## src/rtl/branch_resolve_queue.sv

```systemverilog
// ============================================================================
// branch_resolve_queue
//
// This is an in-order queue of in-flight branch predictions. Each entry holds
// {PC, predicted direction} until the actual outcome of the oldest entry
// arrives. For every resolution the block sends a one-cycle registered update
// back to the predictor's training port. A mispredict discards every younger
// entry, because those entries were fetched down the wrong path. The block
// also keeps saturating accuracy counters.
//
// Ports
//   clk            rising-edge clock
//   reset          asynchronous, active-high reset
//   pred_valid     new prediction presented
//   pred_pc        PC of the predicted branch
//   pred_taken     predicted direction (1 = taken)
//   pred_ready     queue accepts a prediction this cycle (combinational)
//   res_valid      outcome of the oldest entry presented
//   res_taken      actual direction of the oldest entry
//   upd_valid      registered update pulse to the predictor
//   upd_pc         PC of the resolved branch
//   upd_taken      actual outcome of the resolved branch
//   upd_mispredict resolved prediction was wrong
//   flush          pulse: younger entries discarded
//   occupancy      current entry count
//   resolved_cnt   total resolutions, saturating
//   correct_cnt    correct resolutions, saturating
//   err_underflow  sticky: res_valid arrived while the queue was empty
// ============================================================================
module branch_resolve_queue #(
    parameter int DEPTH_LOG2 = 3,
    parameter int PC_WIDTH   = 32,
    parameter int CNT_WIDTH  = 32
) (
    input  logic                  clk,
    input  logic                  reset,
    input  logic                  pred_valid,
    input  logic [PC_WIDTH-1:0]   pred_pc,
    input  logic                  pred_taken,
    output logic                  pred_ready,
    input  logic                  res_valid,
    input  logic                  res_taken,
    output logic                  upd_valid,
    output logic [PC_WIDTH-1:0]   upd_pc,
    output logic                  upd_taken,
    output logic                  upd_mispredict,
    output logic                  flush,
    output logic [DEPTH_LOG2:0]   occupancy,
    output logic [CNT_WIDTH-1:0]  resolved_cnt,
    output logic [CNT_WIDTH-1:0]  correct_cnt,
    output logic                  err_underflow
);

    localparam int DEPTH = 1 << DEPTH_LOG2;
    localparam logic [DEPTH_LOG2:0] FULL_CNT = (DEPTH_LOG2 + 1)'(DEPTH);

    typedef enum logic {
        ST_RUN     = 1'b0,
        ST_RECOVER = 1'b1
    } state_t;

    state_t state, state_nxt;

    // Entry storage. This is pure data, so it carries no reset.
    logic [PC_WIDTH-1:0]   pc_mem [DEPTH];
    logic [DEPTH-1:0]      taken_mem;

    logic [DEPTH_LOG2-1:0] head, tail;
    logic [DEPTH_LOG2:0]   occ;

    logic                  running;
    logic                  enq_ok;
    logic                  res_ok;
    logic                  underflow;
    logic                  head_taken;
    logic [PC_WIDTH-1:0]   head_pc;
    logic                  mis;
    logic                  push;

    // Registered update stage
    logic                  vld_p1;
    logic                  flush_p1;
    logic [PC_WIDTH-1:0]   upd_pc_p1;
    logic                  upd_taken_p1;
    logic                  upd_mis_p1;

    logic [CNT_WIDTH-1:0]  resolved_q;
    logic [CNT_WIDTH-1:0]  correct_q;
    logic                  err_q;

    // Increment that sticks at all-ones instead of wrapping.
    function automatic logic [CNT_WIDTH-1:0] sat_inc(input logic [CNT_WIDTH-1:0] v);
        return (&v) ? v : v + CNT_WIDTH'(1);
    endfunction

    // ------------------------------------------------------------------
    // FSM: state register
    // ------------------------------------------------------------------
    always_ff @(posedge clk or posedge reset) begin
        if (reset) begin
            state <= ST_RUN;
        end else begin
            state <= state_nxt;
        end
    end

    // FSM: next state. RECOVER always lasts exactly one cycle.
    always_comb begin
        state_nxt = ST_RUN;
        case (state)
            ST_RUN:     state_nxt = mis ? ST_RECOVER : ST_RUN;
            ST_RECOVER: state_nxt = ST_RUN;
            default:    state_nxt = ST_RUN;
        endcase
    end

    // FSM: outputs. A full queue refuses new work even if it pops this cycle.
    always_comb begin
        running    = 1'b0;
        pred_ready = 1'b0;
        case (state)
            ST_RUN: begin
                running    = 1'b1;
                pred_ready = (occ != FULL_CNT);
            end
            default: begin
                running    = 1'b0;
                pred_ready = 1'b0;
            end
        endcase
    end

    // ------------------------------------------------------------------
    // Request decode (resolve stage, cycle N)
    // ------------------------------------------------------------------
    always_comb begin
        head_pc    = pc_mem[head];
        head_taken = taken_mem[head];
        enq_ok     = pred_valid && pred_ready;
        res_ok     = res_valid && running && (occ != '0);
        underflow  = res_valid && running && (occ == '0);
        mis        = res_ok && (res_taken != head_taken);
        // An enqueue that coincides with a mispredict is wrong-path work, so it is dropped.
        push       = enq_ok && !mis;
    end

    always_ff @(posedge clk) begin
        if (push) begin
            pc_mem[tail]    <= pred_pc;
            taken_mem[tail] <= pred_taken;
        end
    end

    always_ff @(posedge clk or posedge reset) begin
        if (reset) begin
            head <= '0;
            tail <= '0;
            occ  <= '0;
        end else if (mis) begin
            head <= '0;
            tail <= '0;
            occ  <= '0;
        end else begin
            if (push) begin
                tail <= tail + DEPTH_LOG2'(1);
            end
            if (res_ok) begin
                head <= head + DEPTH_LOG2'(1);
            end
            case ({push, res_ok})
                2'b10:   occ <= occ + (DEPTH_LOG2 + 1)'(1);
                2'b01:   occ <= occ - (DEPTH_LOG2 + 1)'(1);
                default: occ <= occ;
            endcase
        end
    end

    // ------------------------------------------------------------------
    // Update stage (visible after edge N+1)
    // ------------------------------------------------------------------
    always_ff @(posedge clk or posedge reset) begin
        if (reset) begin
            vld_p1       <= 1'b0;
            flush_p1     <= 1'b0;
            upd_pc_p1    <= '0;
            upd_taken_p1 <= 1'b0;
            upd_mis_p1   <= 1'b0;
            resolved_q   <= '0;
            correct_q    <= '0;
            err_q        <= 1'b0;
        end else begin
            vld_p1   <= res_ok;
            flush_p1 <= mis;
            if (res_ok) begin
                upd_pc_p1    <= head_pc;
                upd_taken_p1 <= res_taken;
                upd_mis_p1   <= mis;
                resolved_q   <= sat_inc(resolved_q);
                if (!mis) begin
                    correct_q <= sat_inc(correct_q);
                end
            end
            if (underflow) begin
                err_q <= 1'b1;
            end
        end
    end

    assign upd_valid      = vld_p1;
    assign flush          = flush_p1;
    assign upd_pc         = upd_pc_p1;
    assign upd_taken      = upd_taken_p1;
    assign upd_mispredict = upd_mis_p1;
    assign occupancy      = occ;
    assign resolved_cnt   = resolved_q;
    assign correct_cnt    = correct_q;
    assign err_underflow  = err_q;

endmodule

```

## config.mk

```make
export PLATFORM = sky130hd
export DESIGN_NAME = branch_resolve_queue
export DESIGN_NICKNAME = d
export VERILOG_FILES = /design/src/rtl/branch_resolve_queue.sv
export SDC_FILE = /design/constraint.sdc
export NUM_CORES = 1
export LEC_CHECK = 0
export CORE_MARGIN = 2
export CORE_UTILIZATION = 55
export DETAILED_ROUTE_END_ITERATION = 10
export GPL_TIMING_DRIVEN = 0
export PLACE_DENSITY_LB_ADDON = 0.05
export SLEW_MARGIN = 0
export SYNTH_ARGS = -nofsm -noshare
export SYNTH_HDL_FRONTEND = slang
export SYNTH_SLANG_ARGS = --single-unit
```

## constraint.sdc

```tcl
create_clock -name clk -period 6.94 [get_ports clk]
set_clock_uncertainty 0.05 [all_clocks]
set_input_delay 1.388 -clock clk [delete_from_list [all_inputs] [get_ports clk]]
set_output_delay 1.388 -clock clk [all_outputs]
set_load 0.05 [all_outputs]
```

### After elaboration in Yosys (flattened, before gate mapping)

Memories as Yosys holds them, arrays and structs flattened. A register that Yosys moved wholly into a read port is not among the register bits.
Cells that the tools add are included.
W data, S select, Z words.

* register bits after elaboration: 88
* logic and storage cells: 64
* output and inout bits: 106
* memories: 1
* RAM bits: 256
* input bits: 38

Memories
* pc_mem: depth 8, bits a word 32, read ports 1, clocked after Yosys merged registers in 1, write ports 1, RTL line 65 `logic [PC_WIDTH-1:0] pc_mem [DEPTH];`

* eq/ne operators: 4
* $lt $le $gt $ge: 3
* reductions and logical operators: 17
* bitwise logic cells: 4
* add/sub/neg operators: 6
* multiplexer cells: 17

Operator list (number)
* $add A32 B1 Y32 const B: 2
* $reduce_and A32 Y1: 2
* $mux W3: 4
* $bwmux W8: 1
* $lt A3 B4 Y1 const B: 2
* $pmux W4 S2: 1
* $logic_and A1 B1 Y1: 7
* $mux W1: 7
* $add A3 B1 Y3 const B: 2
* $add A4 B1 Y4 const B: 1
* $logic_not A4 Y1: 1
* $mux W4: 1
* $ne A4 B4 Y1 const B: 1
* $not A1 Y1: 4
* $reduce_bool A2 Y1: 2
* $reduce_bool A4 Y1: 1
* $sub A4 B1 Y4 const B: 1
* $bmux W1 S3: 1
* $demux W1 S3: 1
* $ge A3 B1 Y1 const B: 1
* $reduce_and A3 Y1: 1
* $reduce_bool A3 Y1: 1
* $eq A2 B1 Y1 const B: 1
* $eq A2 B2 Y1 const B: 1
* 4 further kinds: 4

### Longest topological paths before layout

* depth after elaboration: 9
* mapped depth: 11
* gate-level depth less buffers: 10

### Worst setup path before layout

OpenSTA, ideal clock, no wires.

* path type: input port to flip-flop
* start point: input port pred_valid
* end point: memory pc_mem[0][0] (enable)
* path buffers: 1
* path slack: 1.079 ns
* stages on the path: 5
* arrival time: 5.305 ns
* setup time: 0.506 ns
* cell sequence: nor2b_1 > and2_1 > clkbuf_1 > o21ai_1 > nor4_1

* longest elaborated chain between the ends: 4

Ends and longest elaborated chain
* from (decl): RTL line 37 `input logic pred_valid,`
* $logic_and A1 B1 Y1: RTL line 139 `enq_ok = pred_valid && pred_ready;`
* $logic_and A1 B1 Y1: RTL line 144 `push = enq_ok && !mis;`
* $mux W1: RTL line 148 `if (push) begin`
* $mux W1 (implied by the code): RTL line 149 `pc_mem[tail] <= pred_pc;`
* to (decl): RTL line 65

No other way between the ends.

### Final worst setup path

* start point: register occ[1] (netlist: occupancy[1])
* end point: output port pred_ready

* longest elaborated chain between the ends: 2

Ends and longest elaborated chain
* from (decl): RTL line 69 `logic [DEPTH_LOG2:0] occ;`
* from (signal assigned): RTL line 171 `2'b10: occ <= occ + (DEPTH_LOG2 + 1)'(1);`
* from (signal assigned): RTL line 172 `2'b01: occ <= occ - (DEPTH_LOG2 + 1)'(1);`
* $ne A4 B4 Y1: RTL line 124 `pred_ready = (occ != FULL_CNT);`
* $mux W1: RTL line 121 `case (state)`
* to (decl): RTL line 40 `output logic pred_ready,`

No other way between the ends.

==> results.sh <==
export IMPL_row_count=60
export IMPL_yosys_most_used_dff="edfxtp_1"
export IMPL_ioPinCount=144
export IMPL_area_growth_pct=24.12
export IMPL_rsz0062_at_grt="no"
export IMPL_holdWs_ps=426.0
export IMPL_p_leak_uw=0.006666
export IMPL_vias=8586
export IMPL_synth_yosys_seq_area_share_pct=71.37
export IMPL_netlist_top_cells_area="edfxtp_1, dfrtp_1, mux4_2"
export IMPL_synth_edf_count=264
export IMPL_synth_warnings=0
export IMPL_r2r_setup_slack_ps=3200
export IMPL_utilization_pct=69.43
export IMPL_wire_per_inst_um=21.93
export IMPL_viasPerCell=5.805
export IMPL_worstReg2RegEnd="pc_mem[7][28]"
export IMPL_die_x_um=169.3
export IMPL_yosysTopAreaCellShare_pct=52.73
export IMPL_hold_violations=0
export IMPL_required_ps=5500
export IMPL_worstRegToRegCells=7
export IMPL_hpwlAfterDp_um=21100
export IMPL_dieArea_sq_mm=0.02867
export IMPL_hold_path_class="flop to flop"
export IMPL_first_iter_violations=814
export IMPL_syn_area_per_cell_sq_um=16.80
export IMPL_layout_drive_gt1_share_pct=16.36
export IMPL_clk_pin_slew_worst_paths_ps=60
export IMPL_drc=0
export IMPL_critPathKind="flop to output port"
export IMPL_powerDensity_mw_per_mm2=414.0
export IMPL_total_power_uw=7725
export IMPL_r2r_start="occupancy[1]"
export IMPL_cts_tree="built"
export IMPL_tns_ps=0
export IMPL_max_freq_mhz=243.4
export IMPL_max_slew_margin_rel_pct=28.48
export IMPL_antenna_left=0
export IMPL_cts_max_level=2
export IMPL_synth_seq_cells=376
export IMPL_grt_pass1_vias=8722
export IMPL_finalMaxSlewViolations=0
export IMPL_period_share_pct=59.19
export IMPL_die_height_um=169.3
export IMPL_postCtsSetupRepairBufs=0
export IMPL_coreArea_sq_mm=0.02688
export IMPL_grt_max_degree=58
export IMPL_max_cap_violations=0
export IMPL_place_congestion=0.8133
export IMPL_synth_cell_type_count=46
export IMPL_antenna_found_initial=1
export IMPL_initial_core_util_pct=55.94
export IMPL_netlist_area_sq_mm=0.01503
export IMPL_tightestPinTransition_ps=1073
export IMPL_critPathMaxFanout=8
export IMPL_endpoint_kind="output port"
export IMPL_placed_area_sq_mm=0.01728
export IMPL_finalInstanceArea_sq_mm=0.01866
export IMPL_cts_sinks=376
export IMPL_arrival_ps=2670
export IMPL_period_minus_slack_ps=4108
export IMPL_finalWirelength_um=32430
export IMPL_grt_first_pass_wirelength_um=49980
export IMPL_setup_viol=0
export IMPL_crit_end="pred_ready"
export IMPL_grt_ovfl_total=0
export IMPL_yosys_cell_count_top_type="edfxtp_1"
export IMPL_postSynthCellCount=895
export IMPL_netlist_top_cell_by_area="edfxtp_1"
export IMPL_synth_net_count=939
export IMPL_clock_latency_ps=540
export IMPL_crit_start="occupancy[1]"
export IMPL_cp_start_kind="flop"
export IMPL_cts_repair_resized=0
export IMPL_first_pass_iters=5
export IMPL_numCtsBuffers=40
export IMPL_fin_nets=1149
export IMPL_status="completed"
export IMPL_num_fill_cells=1843
export IMPL_clock_root_buffer="clkbuf_16"
export IMPL_ir_drop_uv=287.5
export IMPL_grt_total_usage_pct=23.11
export IMPL_hold_buffers=0
export IMPL_async_flop_share_pct=29.79
export IMPL_ys_top_cells_by_count="edfxtp_1, dfrtp_1, nand2_1, mux4_2, xor2_1"
export IMPL_ctsLongestPathBuffers=3
export IMPL_portBuffers=143
[placed cells by master, fill, tap and decap left out, types with 27 or more instances in the layout]
cell,count
edfxtp_1,264
xor2_1,53
o21ai_0,37
mux2i_1,34
nand3_1,30
clkdlybuf4s50_1,143
nor4_1,27
dfrtp_1,112
nand2_1,67
clkbuf_16,41
mux4_2,65
[power breakdown]
group	switching [uW]	internal [uW]
Sequential	199	2770
Combinational	1580	986
Clock	872	1320
[final cells by class]
| cell class | count | area (sq um) | area share [%] |
|---|---|---|---|
| multi-input cells | 470 | 4134 | 22.15 |
| plain buffers | 42 | 192.7 | 1.033 |
| well taps | 341 | 426.7 | 2.286 |
| clock buffers | 50 | 1100 | 5.894 |
| repair buffers | 168 | 1763 | 9.447 |
| diodes | 1 | 2.502 | 0.01341 |
| inverters | 7 | 31.28 | 0.1676 |
| clock inverters | 24 | 280.3 | 1.502 |
| flip-flops and latches | 376 | 10730 | 57.50 |
[flip-flops by register name, summed over array words and instances (netlist names)]
signal and count:
tail 3, occupancy 4, upd_taken 1, flush 1
resolved_cnt 32, upd_valid 1, state 1, taken_mem 8
pc_mem 256, err_underflow 1, upd_mispredict 1, head 3
correct_cnt 32, upd_pc 32
[metal layers]
metal | GRT usage (%) | vias up | part of all wire (%)
met5 | 0 | - | 0
met4 | 5.425 | 0 | 1.8
met3 | 4.058 | 48 | 4.6
met2 | 37.69 | 235 | 49
met1 | 33.12 | 4397 | 45
li1 | - | 3906 | -
[per-stage QoR]
stage          cells  setup slack (ps)
2_1_floorplan    895              1079
6_report        1479              2832
3_5_place_dp    1404              2401
5_1_grt         1478              2729
3_3_place_gp    1379             -3118
4_1_cts         1478              2816
[worst max-delay path: stages, from the launching register on]
cell and delay (ps):
dfrtp_1 370, clkbuf_1 190, or4b_2 710, nor2b_1 170
clkdlybuf4s50_1 700
[cell families (layout without fill, tap and decap cells)]
kind of cell               count (synthesis)  after routing  share of synthesized area, %
DFF                                      376            376                         71.37
buffers and inverters                     49            291                         1.456
muxes                                    105            105                         12.45
adders and majority gates                  6              6                        0.4993
and+or+nand+nor                          235            235                         8.189
xor gates and xnor gates                  66             66                         3.895
other                                      0              1                             0
AOI/OAI and AO/OA                         58             58                         2.139
[worst min-delay path by stage]
stage | from | end | slack, ps | cells after the start
floorplan | tail[1] | tail[1] | 520 | 2
global placement | err_underflow | err_underflow | 410 | 1
detailed placement | err_underflow | err_underflow | 410 | 1
CTS | err_underflow | err_underflow | 430 | 1
global route | resolved_cnt[7] | resolved_cnt[7] | 440 | 1
finish | upd_pc[10] | upd_pc[10] | 430 | 2
Note: power is estimated with default switching activity, not from simulation.
